$ cat config.mk
export PLATFORM = sky130hd
export DESIGN_NAME = rc4_ksa_engine
export DESIGN_NICKNAME = d
export VERILOG_FILES = /design/src/rtl/rc4_pkg.sv /design/src/rtl/rc4_ksa_engine_wrap_counter.sv /design/src/rtl/rc4_ksa_engine.sv
export SDC_FILE = /design/constraint.sdc
export NUM_CORES = 1
export LEC_CHECK = 0
export CORE_AREA = 3 3 105 107
export CTS_CLUSTER_DIAMETER = 100
export CTS_CLUSTER_SIZE = 12
export DETAILED_ROUTE_END_ITERATION = 8
export DIE_AREA = 0 0 108 110
export GPL_TIMING_DRIVEN = 0
export PLACE_DENSITY = 0.89
export SLEW_MARGIN = 20
export SYNTH_ARGS = -nofsm -noshare
export SYNTH_HDL_FRONTEND = slang
export SYNTH_SLANG_ARGS = --single-unit
$ cat constraint.sdc
create_clock -name clk -period 7.9 [get_ports clk]
set_clock_uncertainty 0.1 [all_clocks]
set_input_delay 0.79 -clock clk [delete_from_list [all_inputs] [get_ports clk]]
set_output_delay 0.79 -clock clk [all_outputs]
set_load 0.005 [all_outputs]
$ cat src/rtl/rc4_pkg.sv
// Shared types and defaults for the RC4 key-scheduling engine.
package rc4_pkg;

  localparam int unsigned DEPTH_LOG2_DEF    = 8;
  localparam int unsigned MAX_KEY_BYTES_DEF = 16;
  localparam int unsigned KEY_BYTE_W        = 8;

  typedef enum logic [3:0] {
    ST_IDLE    = 4'd0,
    ST_INIT_WR = 4'd1,
    ST_RD_SI   = 4'd2,
    ST_CAP_SI  = 4'd3,
    ST_RD_SJ   = 4'd4,
    ST_CAP_SJ  = 4'd5,
    ST_WR_SJ   = 4'd6,
    ST_WR_SI   = 4'd7,
    ST_NEXT    = 4'd8,
    ST_DONE    = 4'd9
  } ksa_state_e;

endpackage

$ cat src/rtl/rc4_ksa_engine_wrap_counter.sv
// Up-counter that returns to zero after reaching a runtime limit.
module wrap_counter #(
  parameter int unsigned WIDTH = 4
) (
  input  logic             clk,
  input  logic             reset,
  input  logic             clear,
  input  logic             en,
  input  logic [WIDTH-1:0] wrap_val,
  output logic [WIDTH-1:0] count
);

  logic [WIDTH-1:0] count_q;
  logic [WIDTH-1:0] count_d;

  // Clear wins over increment; increment wraps at wrap_val.
  always_comb begin
    count_d = count_q;
    if (clear) begin
      count_d = '0;
    end else if (en) begin
      count_d = (count_q == wrap_val) ? '0 : count_q + WIDTH'(1);
    end
  end

  // Count register.
  always_ff @(posedge clk or posedge reset) begin
    if (reset) begin
      count_q <= '0;
    end else begin
      count_q <= count_d;
    end
  end

  assign count = count_q;

endmodule

$ cat src/rtl/rc4_ksa_engine.sv
// RC4 key-scheduling engine driving a single-port synchronous S RAM.
// Optional identity fill of S, then 2**DEPTH_LOG2 swap iterations of
// 7 cycles each (read S[i], read S[j], write S[j], write S[i]).
module rc4_ksa_engine
  import rc4_pkg::*;
#(
  parameter int unsigned DEPTH_LOG2    = DEPTH_LOG2_DEF,
  parameter int unsigned MAX_KEY_BYTES = MAX_KEY_BYTES_DEF,
  parameter int unsigned KEY_LEN_W     = $clog2(MAX_KEY_BYTES + 1)
) (
  input  logic                                clk,
  input  logic                                reset,
  input  logic                                start,
  input  logic                                init_en,
  input  logic [KEY_LEN_W-1:0]                key_len,
  input  logic [KEY_BYTE_W*MAX_KEY_BYTES-1:0] key,
  input  logic [DEPTH_LOG2-1:0]               mem_rdata,
  output logic [DEPTH_LOG2-1:0]               mem_addr,
  output logic [DEPTH_LOG2-1:0]               mem_wdata,
  output logic                                mem_wren,
  output logic                                busy,
  output logic                                done,
  output logic                                err
);

  localparam logic [DEPTH_LOG2-1:0] IDX_MAX = '1;

  ksa_state_e state_q, state_d;

  logic [DEPTH_LOG2-1:0] i_q, i_d;
  logic [DEPTH_LOG2-1:0] j_q, j_d;
  logic [DEPTH_LOG2-1:0] si_q, si_d;
  logic [DEPTH_LOG2-1:0] sj_q, sj_d;
  logic [KEY_LEN_W-1:0]  key_len_q, key_len_d;

  logic [DEPTH_LOG2-1:0] mem_addr_q, mem_addr_d;
  logic [DEPTH_LOG2-1:0] mem_wdata_q, mem_wdata_d;
  logic                  mem_wren_q, mem_wren_d;
  logic                  busy_q, busy_d;
  logic                  done_q, done_d;
  logic                  err_q, err_d;

  logic                  k_clr;
  logic                  k_en;
  logic [KEY_LEN_W-1:0]  k;
  logic [KEY_LEN_W-1:0]  k_wrap;
  logic [KEY_BYTE_W-1:0] key_byte;
  logic [DEPTH_LOG2-1:0] key_byte_n;
  logic                  key_len_ok;

  // Key index k walks 0..key_len-1 once per swap iteration.
  assign k_wrap = key_len_q - KEY_LEN_W'(1);

  wrap_counter #(
    .WIDTH (KEY_LEN_W)
  ) u_k_cnt (
    .clk      (clk),
    .reset    (reset),
    .clear    (k_clr),
    .en       (k_en),
    .wrap_val (k_wrap),
    .count    (k)
  );

  // Key byte mux indexed by k, truncated/extended to the S entry width.
  always_comb begin
    key_byte = '0;
    for (int unsigned b = 0; b < MAX_KEY_BYTES; b++) begin
      if (k == KEY_LEN_W'(b)) begin
        key_byte = key[KEY_BYTE_W*b +: KEY_BYTE_W];
      end
    end
  end

  assign key_byte_n = DEPTH_LOG2'(key_byte);
  assign key_len_ok = (key_len != '0) && (key_len <= KEY_LEN_W'(MAX_KEY_BYTES));

  // Next-state logic plus registered output decode from the next state.
  always_comb begin
    state_d     = state_q;
    i_d         = i_q;
    j_d         = j_q;
    si_d        = si_q;
    sj_d        = sj_q;
    key_len_d   = key_len_q;
    k_clr       = 1'b0;
    k_en        = 1'b0;
    err_d       = 1'b0;
    mem_addr_d  = '0;
    mem_wdata_d = '0;
    mem_wren_d  = 1'b0;

    case (state_q)
      ST_IDLE, ST_DONE: begin
        if (start) begin
          if (key_len_ok) begin
            i_d       = '0;
            j_d       = '0;
            k_clr     = 1'b1;
            key_len_d = key_len;
            state_d   = init_en ? ST_INIT_WR : ST_RD_SI;
          end else begin
            err_d = 1'b1;
          end
        end
      end
      ST_INIT_WR: begin
        i_d = i_q + DEPTH_LOG2'(1);
        if (i_q == IDX_MAX) begin
          state_d = ST_RD_SI;
        end
      end
      ST_RD_SI: state_d = ST_CAP_SI;
      ST_CAP_SI: begin
        si_d    = mem_rdata;
        j_d     = j_q + mem_rdata + key_byte_n;
        state_d = ST_RD_SJ;
      end
      ST_RD_SJ: state_d = ST_CAP_SJ;
      ST_CAP_SJ: begin
        sj_d    = mem_rdata;
        state_d = ST_WR_SJ;
      end
      ST_WR_SJ: state_d = ST_WR_SI;
      ST_WR_SI: state_d = ST_NEXT;
      ST_NEXT: begin
        if (i_q == IDX_MAX) begin
          state_d = ST_DONE;
        end else begin
          i_d     = i_q + DEPTH_LOG2'(1);
          k_en    = 1'b1;
          state_d = ST_RD_SI;
        end
      end
      default: state_d = ST_IDLE;
    endcase

    case (state_d)
      ST_INIT_WR: begin
        mem_addr_d  = i_d;
        mem_wdata_d = i_d;
        mem_wren_d  = 1'b1;
      end
      ST_RD_SI: mem_addr_d = i_d;
      ST_RD_SJ: mem_addr_d = j_d;
      ST_WR_SJ: begin
        mem_addr_d  = j_d;
        mem_wdata_d = si_d;
        mem_wren_d  = 1'b1;
      end
      ST_WR_SI: begin
        mem_addr_d  = i_d;
        mem_wdata_d = sj_d;
        mem_wren_d  = 1'b1;
      end
      default: begin
        mem_addr_d = '0;
      end
    endcase

    busy_d = (state_d != ST_IDLE) && (state_d != ST_DONE);
    done_d = (state_d == ST_DONE);
  end

  // State, datapath and output registers.
  always_ff @(posedge clk or posedge reset) begin
    if (reset) begin
      state_q     <= ST_IDLE;
      i_q         <= '0;
      j_q         <= '0;
      si_q        <= '0;
      sj_q        <= '0;
      key_len_q   <= '0;
      mem_addr_q  <= '0;
      mem_wdata_q <= '0;
      mem_wren_q  <= 1'b0;
      busy_q      <= 1'b0;
      done_q      <= 1'b0;
      err_q       <= 1'b0;
    end else begin
      state_q     <= state_d;
      i_q         <= i_d;
      j_q         <= j_d;
      si_q        <= si_d;
      sj_q        <= sj_d;
      key_len_q   <= key_len_d;
      mem_addr_q  <= mem_addr_d;
      mem_wdata_q <= mem_wdata_d;
      mem_wren_q  <= mem_wren_d;
      busy_q      <= busy_d;
      done_q      <= done_d;
      err_q       <= err_d;
    end
  end

  assign mem_addr  = mem_addr_q;
  assign mem_wdata = mem_wdata_q;
  assign mem_wren  = mem_wren_q;
  assign busy      = busy_q;
  assign done      = done_q;
  assign err       = err_q;

endmodule

==> results.txt, run 1 <==
- Final setup violation count: 0
- Total routing usage reported by global routing: 33.4%
- Synth area leader: sky130_fd_sc_hd__dfrtp_1
* Detailed-route wire length: 19800 microns
- Most common library cells after synthesis: sky130_fd_sc_hd__nand2_1 (90), sky130_fd_sc_hd__dfrtp_1 (66), sky130_fd_sc_hd__a21oi_1 (52)
* Starting DRC count in detailed routing: 561
- Detailed placement finished with a half-perimeter wire length of 15600 microns.
- The region available for standard cell placement spans 10200 sq um.
- Yosys attributes the largest share of cell area to sky130_fd_sc_hd__dfrtp_1 (32%), sky130_fd_sc_hd__nand2_1 (6.5%), sky130_fd_sc_hd__a21oi_1 (5.0%).
- Number of nets at the end of the flow: 971
* Critical path endpoint category: register
- The floorplan has 37 rows.
* Net count after synthesis: 795
- Crit Reg-Reg Startpoint: u_k_cnt.count[0]
* Largest fanout on the critical path: 10
- Entering global routing, the biggest net connects 52 pins.
- During synthesis, Yosys emitted a total of 0 warnings.
- Post-route insts no fill: 948
* Die Ht: 110 microns
- Status: completed
- Of the available clock period, the critical path in the final layout requires 74.2%.
- Initial core utilization: 50.6%
* Worst setup path startpoint: u_k_cnt.count[0]
* Crit path DAT: 6020 ps
- The tree is rooted in a sky130_fd_sc_hd__clkbuf_8.
* Cell count after synthesis: 629
- Clock tree from TritonCTS: built
* Static Leakage: 2.97 nW
- For this run, the detailed router's first-pass iteration total came to 5.
- The final count of pins violating max slew came to 0.
* Post-synthesis sequential area ratio: 31.9%
- Max Cap Viol: 0
- In this run the mean area of a mapped cell was 8.24 sq um.
- Relative to the synthesized area, the layout overhead comes to 39.2%.
* Number of global-route vias before repair: 5654
- Peak VDD IR: 0.000389 V
- Via-per-instance ratio: 6.13
* Synth top area share: 31.9%
* Least-Margin Pin Slew: 997 ps
* Num CTS Buffers: 9
* Synth async-reset ratio: 100%
- Cells resized by post-CTS repair: 0
* CTS Buffer Depth: 2
* Die width: 108 microns
- Flip-flop and latch count after synthesis: 66
- Clk pin slew, worst setup/hold paths: 80 ps
* Max H-tree Level: 3
- In this run the cell area of the synthesized design comes to 5180 sq um.
* Kind of launch point of the worst setup path: register
* Boundary Pins: 165
* Cell with the most instances after synthesis: sky130_fd_sc_hd__nand2_1
* Power per Cell Area: 398 nW/um^2
- Area after detailed placement: 7020 sq um
- Worst skew pair latency: 350 ps
- Floorplan die area: 11900 sq um
- Once layout is done, the placed cells without fillers occupy 7210 sq um.
- Counting flops with a built-in enable in the synthesized netlist gives 0.
- The startpoint identified for the worst hold timing path is si_q[7].
- Period minus WS final: 5860 ps
- In this run, distinct cell masters in the synthesized netlist total 81.
- Antenna violations before repair: 2
- Wire length of the first global-routing pass: 30500 microns
- Measured against its own limit, the worst slew margin works out to 32.7%.
* Inst Count DP: 930
- Highest clock rate: 171 MHz
* Top_reg_cell synth: sky130_fd_sc_hd__dfrtp_1
- For this run the aggregate overflow at the end of global routing stands at 0.
* Worst Path Required: 8060 ps
- Final hold violation count: 0
- The count of buffers added on input and output ports is 164.
- The min-delay analysis places its worst path in the category reg -> reg.
- Setup repair after global routing left no endpoint under its margin.
- After detailed routing, the number of remaining DRC violations is 0.
* Worst Path Class, Setup: reg -> reg
- The detail route stage leaves a number of antenna-violating nets equal to 0.
- The number of setup buffers added after CTS is 0.
- Total Negative Setup Slacks: 0 ps
- Hold repair after CTS inserted 0 buffers.
* Fraction of final layout cells with drive strength greater than 1: 7.90%
- Across all layers, the routed design uses 5810 vias.
- CTS saw 66 sinks.
- Dividing the detail-routed wire length by the instance count gives 20.9 microns.
- At the end of routability-driven placement, the weighted congestion stood at 0.930.
metal layers:
layer	share of wire [%]	GRT usage [%]	routed length, microns
met5	0	0	0
met1	41	45.6	8220
met2	49	55.4	9620
met4	2.4	9.47	478
met3	7.6	5.36	1500
cells in the final DEF, fill, tap and decap left out, types with 4 or more instances in the layout:
cell                                n
sky130_fd_sc_hd__clkdlybuf4s50_1  164
sky130_fd_sc_hd__nand2_1           90
sky130_fd_sc_hd__dfrtp_1           66
sky130_fd_sc_hd__a21oi_1           52
sky130_fd_sc_hd__o21ai_0           38
sky130_fd_sc_hd__inv_1             38
sky130_fd_sc_hd__nor2_1            35
sky130_fd_sc_hd__clkbuf_1          27
sky130_fd_sc_hd__nand3_1           17
sky130_fd_sc_hd__a22oi_1           16
sky130_fd_sc_hd__o22ai_1           15
sky130_fd_sc_hd__ha_1              13
sky130_fd_sc_hd__o211ai_1          11
sky130_fd_sc_hd__clkbuf_8          10
sky130_fd_sc_hd__nor2b_1           10
sky130_fd_sc_hd__buf_2             10
sky130_fd_sc_hd__xnor2_1           10
sky130_fd_sc_hd__mux2_2             8
sky130_fd_sc_hd__o221ai_1           8
sky130_fd_sc_hd__fa_1               8
sky130_fd_sc_hd__nor3_1             7
sky130_fd_sc_hd__nand3b_1           7
sky130_fd_sc_hd__a221oi_1           7
sky130_fd_sc_hd__a31oi_1            6
sky130_fd_sc_hd__o21a_1             6
sky130_fd_sc_hd__nand2b_1           6
sky130_fd_sc_hd__o22ai_2            6
sky130_fd_sc_hd__a211oi_1           6
sky130_fd_sc_hd__and3_1             5
sky130_fd_sc_hd__xor2_1             5
sky130_fd_sc_hd__nand4bb_1          5
sky130_fd_sc_hd__nand4_1            5
sky130_fd_sc_hd__o21bai_1           4
sky130_fd_sc_hd__nor4bb_1           4
sky130_fd_sc_hd__o32ai_1            4
sky130_fd_sc_hd__inv_6              4
state kept, by name, summed over array words and instances, names as in the netlist:
register,count
i_q,8
j_q,8
mem_addr,8
mem_wdata,8
si_q,8
sj_q,8
key_len_q,5
u_k_cnt.count,5
state_q,4
busy,1
done,1
err,1
mem_wren,1
report_power, final:
part / switching (mW) / internal [mW]
combinational: 1.18 / 0.867
sequential: 0.0848 / 0.476
clock: 0.147 / 0.119
worst max-delay path: stages, from the launching register on:
cell,delay (ps)
sky130_fd_sc_hd__dfrtp_1,490
sky130_fd_sc_hd__ha_1,260
sky130_fd_sc_hd__clkbuf_1,360
sky130_fd_sc_hd__clkbuf_1,430
sky130_fd_sc_hd__and3_1,240
sky130_fd_sc_hd__ha_1,230
sky130_fd_sc_hd__clkbuf_1,390
sky130_fd_sc_hd__clkbuf_1,390
sky130_fd_sc_hd__nand2_1,90
sky130_fd_sc_hd__o21ai_0,70
sky130_fd_sc_hd__o21ai_0,130
sky130_fd_sc_hd__fa_1,510
sky130_fd_sc_hd__inv_1,50
sky130_fd_sc_hd__ha_1,230
sky130_fd_sc_hd__fa_1,440
sky130_fd_sc_hd__a211oi_1,360
sky130_fd_sc_hd__o21bai_1,130
sky130_fd_sc_hd__a21oi_1,200
sky130_fd_sc_hd__xnor2_1,140
sky130_fd_sc_hd__a2111o_1,390
sky130_fd_sc_hd__nand4_1,140
final timing paths:
| path | to | slack [ps] | cells past startpoint |
|---|---|---|---|
| max in group asynchronous | key_len_q[1] | 6580 | 3 |
| setup reg to reg | mem_addr[7] | 2040 | 20 |
| min in group asynchronous | i_q[1] | 610 | 2 |
| hold / removal | si_q[7] | 400 | 2 |
| setup / recovery | mem_addr[7] | 2040 | 20 |
| hold reg to reg | si_q[7] | 400 | 2 |
cells by family after synthesis:
logic type | after synthesis | synth area share (%)
AO/OA/AOI/OAI | 209 | 27.1
XOR/XNOR | 15 | 2.54
adder cells (fa/ha/maj) | 21 | 6.23
buffers and inverters | 83 | 6.86
flip-flops | 66 | 31.9
multiplexers | 11 | 2.41
AND/OR/NAND/NOR | 224 | 22.9
layout make-up:
class / count / area (sq um)
multi-input cells: 480 / 3170
fillers: 819 / 3020
repair buffers: 165 / 1670
flip-flops and latches: 66 / 1650
plain buffers: 43 / 205
well taps: 136 / 170
inverters: 40 / 153
clock buffers: 9 / 124
clock inverters: 7 / 58.8
diodes: 2 / 5.00
per-stage QoR:
step                power, mW  hold slack, ps  util [%]  worst slack [ps]
global route             3.12             425      70.5              1650
detailed placement       2.55             364      68.6              2220
CTS                      2.83             391      70.4              2160
floorplan                1.95             346         -              3280
finish                   2.87             398      70.5              2040
global placement         2.45             361      68.4              2290
(Power assumes the default switching activity.)
==> inputs of run 2 (changes only) <==
Settings changed: CORE_AREA 3 3 105 107 to 3 3 108 110, DIE_AREA 0 0 108 110 to 0 0 111 113, PLACE_DENSITY 0.89 to 0.85.
Clock period 7.9 ns to 5.6 ns, I/O delays scaled along.
==> run 2 against run 1 <==
  * Maximum frequency increased by 10%
  * Die area increased by 5.6%
  * Combinational power increased by 40%
  * Worst hold slack improved by 1.4 ps
  * Total power increased by 44%
  * Flip-flop and latch count unchanged
  * Core utilization decreased by 3.2 points
  * Via count decreased by 1.7%
  * Design area increased by 0.68%
  * Routed wire length increased by 0.99%
  * Critical path type unchanged
  * Largest power group unchanged
==> results.txt, run 2 (synthesized netlist as in run 1, its figures left out) <==
- STA classifies the critical path startpoint as a register.
- Least-Margin Pin Slew: 1020 ps
- From bottom edge to top edge, the die measures 113 microns.
- Clk pin slew, worst setup/hold paths: 80 ps
* Period minus WS final: 5310 ps
- Path depth of the worst reg2reg path: 19
* Global placer's final weighted congestion: 0.936
- Clock tree from TritonCTS: built
- Critical path endpoint category: register
- End point of the most critical hold path: si_q[2]
- Total routing usage reported by global routing: 31.6%
- Core footprint: 10800 sq um
- The final critical path takes up 94.9% of the cycle.
- Avg WL per Cell: 21.1 microns
- For this design, the sink count on the clock tree is 66.
- The analysis attributes to cell leakage a power of 3.01 nW.
* Boundary Pins: 165
* Number of global-route vias before repair: 5728
* CP top delay family: compound AO/OA/AOI/OAI gates
- Buffers inserted during clock tree synthesis total 9.
- Die width: 111 microns
- Summing internal, switching and leakage power gives 4.12 mW.
* Max H-tree Level: 3
- Worst Path Required: 5770 ps
* Hold_buf cts: 0
- Antenna violations before repair: 1
- In this design, the stage delay of the slowest critical-path cell is 500 ps.
* Path class of the lowest-slack min-delay path: reg -> reg
- Buffers and inverters on the worst path: 4
- Layout overhead on the synthesized area: 40.1%
- Setup repair after global routing left no endpoint under its margin.
- Headroom to the max-slew limit came out at 31.6%.
- No sink is reached through more buffers than the 2 on the longest clock path.
* Source of the worst hold timing path: si_q[2]
- Static timing analysis puts the maximum clock frequency at 188 MHz.
- On the critical path, the stage with the largest delay is an instance of sky130_fd_sc_hd__fa_1.
- The startpoint identified for the worst register-to-register timing path is u_k_cnt.count[0].
- Total Negative Setup Slacks: 0 ps
- For the worst setup path, the data arrival time is 5480 ps.
* Post-CTS setup repair buffer count: 0
- In the final layout, the share of cells above drive strength 1 is 8.90%.
* Routed Antenna Nets: 0
- Using the TritonRoute via totals, the vias-per-cell ratio works out to 6.01.
- Reg2reg end: mem_addr[7]
- The net count of the finished layout is 970.
- The flow ran to the end, and the final reports show no timing, DRC or antenna violations.
- Power per Cell Area: 568 nW/um^2
- The critical path starts at u_k_cnt.count[0].
* Number of pins exceeding their max-slew limit in the final report: 0
* Vias after detailed routing: 5711
- Hold Worst Slack: 399 ps
* Final hold violation count: 0
* Cell-by-cell trace of the critical path: inv_1 -> ha_1 -> buf_2 -> clkbuf_1 -> nand4b_1 -> nand2_1 -> o22ai_1 -> o21ai_0 -> o21ai_0 -> fa_1 -> inv_1 -> ha_1 -> fa_1 -> a211oi_1 -> o21bai_1 -> a21oi_1 -> xnor2_1 -> a2111o_1 -> nand4_1
* Highest-count cells in the layout ignoring fill and taps: sky130_fd_sc_hd__clkdlybuf4s50_1 (164), sky130_fd_sc_hd__nand2_1 (90), sky130_fd_sc_hd__dfrtp_1 (66), sky130_fd_sc_hd__a21oi_1 (52)
- The tool flagged a number of max-cap violations equal to 0.
- Along the worst hold path, the cell count comes to 2.
- Entering global routing, the biggest net connects 40 pins.
* Peak VDD IR: 0.000523 V
- Global routing finished with a remaining overflow of 0.
* Standard-cell row count: 38
- Worst Path Class, Setup: reg -> reg
* Flop2flop setup slack: 290 ps
* Area taken by flip-flops and latches: 1650 sq um
- Residual DRC: 0
* Multi-input gate area: 3190 sq um
- The filler cells instantiated in the layout total 890.
* Wire length of the first global-routing pass: 31400 microns
* Floorplan die area: 12500 sq um
* Drt pass-1 iters: 6
* Clock Tree Root: sky130_fd_sc_hd__clkbuf_8
- For the worst-skew pair, the clock arrives at the later sink with an insertion delay of 350 ps.
- Detailed-route wire length: 20000 microns
* Initial core utilization: 48.0%
- Along the worst path, the maximum fanout reaches 10.
- Commonest non-fill, non-tap cell in the layout: sky130_fd_sc_hd__clkdlybuf4s50_1
- Post-DP HPWL: 16000 microns
- Port bufs: 164
- Starting DRC count in detailed routing: 549
* Final setup violation count: 0
run 2: worst max path at each step:
stage	endpoint	slack (ps)	depth (start not counted)
global placement	mem_addr[7]	60	20
detailed placement	mem_addr[7]	60	20
global route	mem_addr[7]	20	19
floorplan	j_q[7]	980	20
CTS	mem_addr[7]	130	20
finish	mem_addr[7]	290	19
run 2: layout make-up:
class / count / area share, %
diodes: 1 / 0.0345
multi-input cells: 480 / 43.9
repair buffers: 165 / 22.9
clock inverters: 6 / 1.24
well taps: 140 / 2.41
flip-flops and latches: 66 / 22.8
inverters: 40 / 2.10
plain buffers: 42 / 2.90
clock buffers: 10 / 1.76
run 2: where the power goes:
part           switching, mW  leakage, nW  internal, mW  total [mW]
sequential             0.124        0.845         0.672       0.796
combinational           1.65         2.06          1.23        2.88
clock                  0.194        0.107         0.252       0.447
total                   1.97         3.01          2.15        4.12
run 2: what timing repair did:
action / in CTS / in global routing
setup endpoints to repair: 1 / 3
hold endpoints to repair: 0 / 0
resized for setup: 1 / 15
run 2: metal layers:
layer | share of wire, % | global-route usage [%] | vias to the layer above
met4 | 3.5 | 10.3 | 0
met3 | 6.7 | 5.61 | 53
met5 | 0 | 0 | -
met2 | 50 | 55.7 | 280
met1 | 40 | 39.6 | 2733
li1 | - | - | 2645
run 2: through the flow:
step	cells	worst slack (ps)	util (%)	cell area [sq um]
after floorplan	629	975	-	5180
after global placement	933	60.4	64.8	7000
after detailed placement	934	62.6	65.0	7020
after CTS	950	132	67.1	7240
after global routing	950	24.4	67.3	7260
final	950	287	67.3	7260
run 2: worst register-to-register path: cells and delay by family, from the launching register on:
family / cells / cell delay, ps
buffers and inverters: 4 / 830
and+or+nand+nor: 3 / 940
DFF: 1 / 470
AOI/OAI and AO/OA: 7 / 1470
xor gates and xnor gates: 1 / 130
adders and majority gates: 4 / 1300
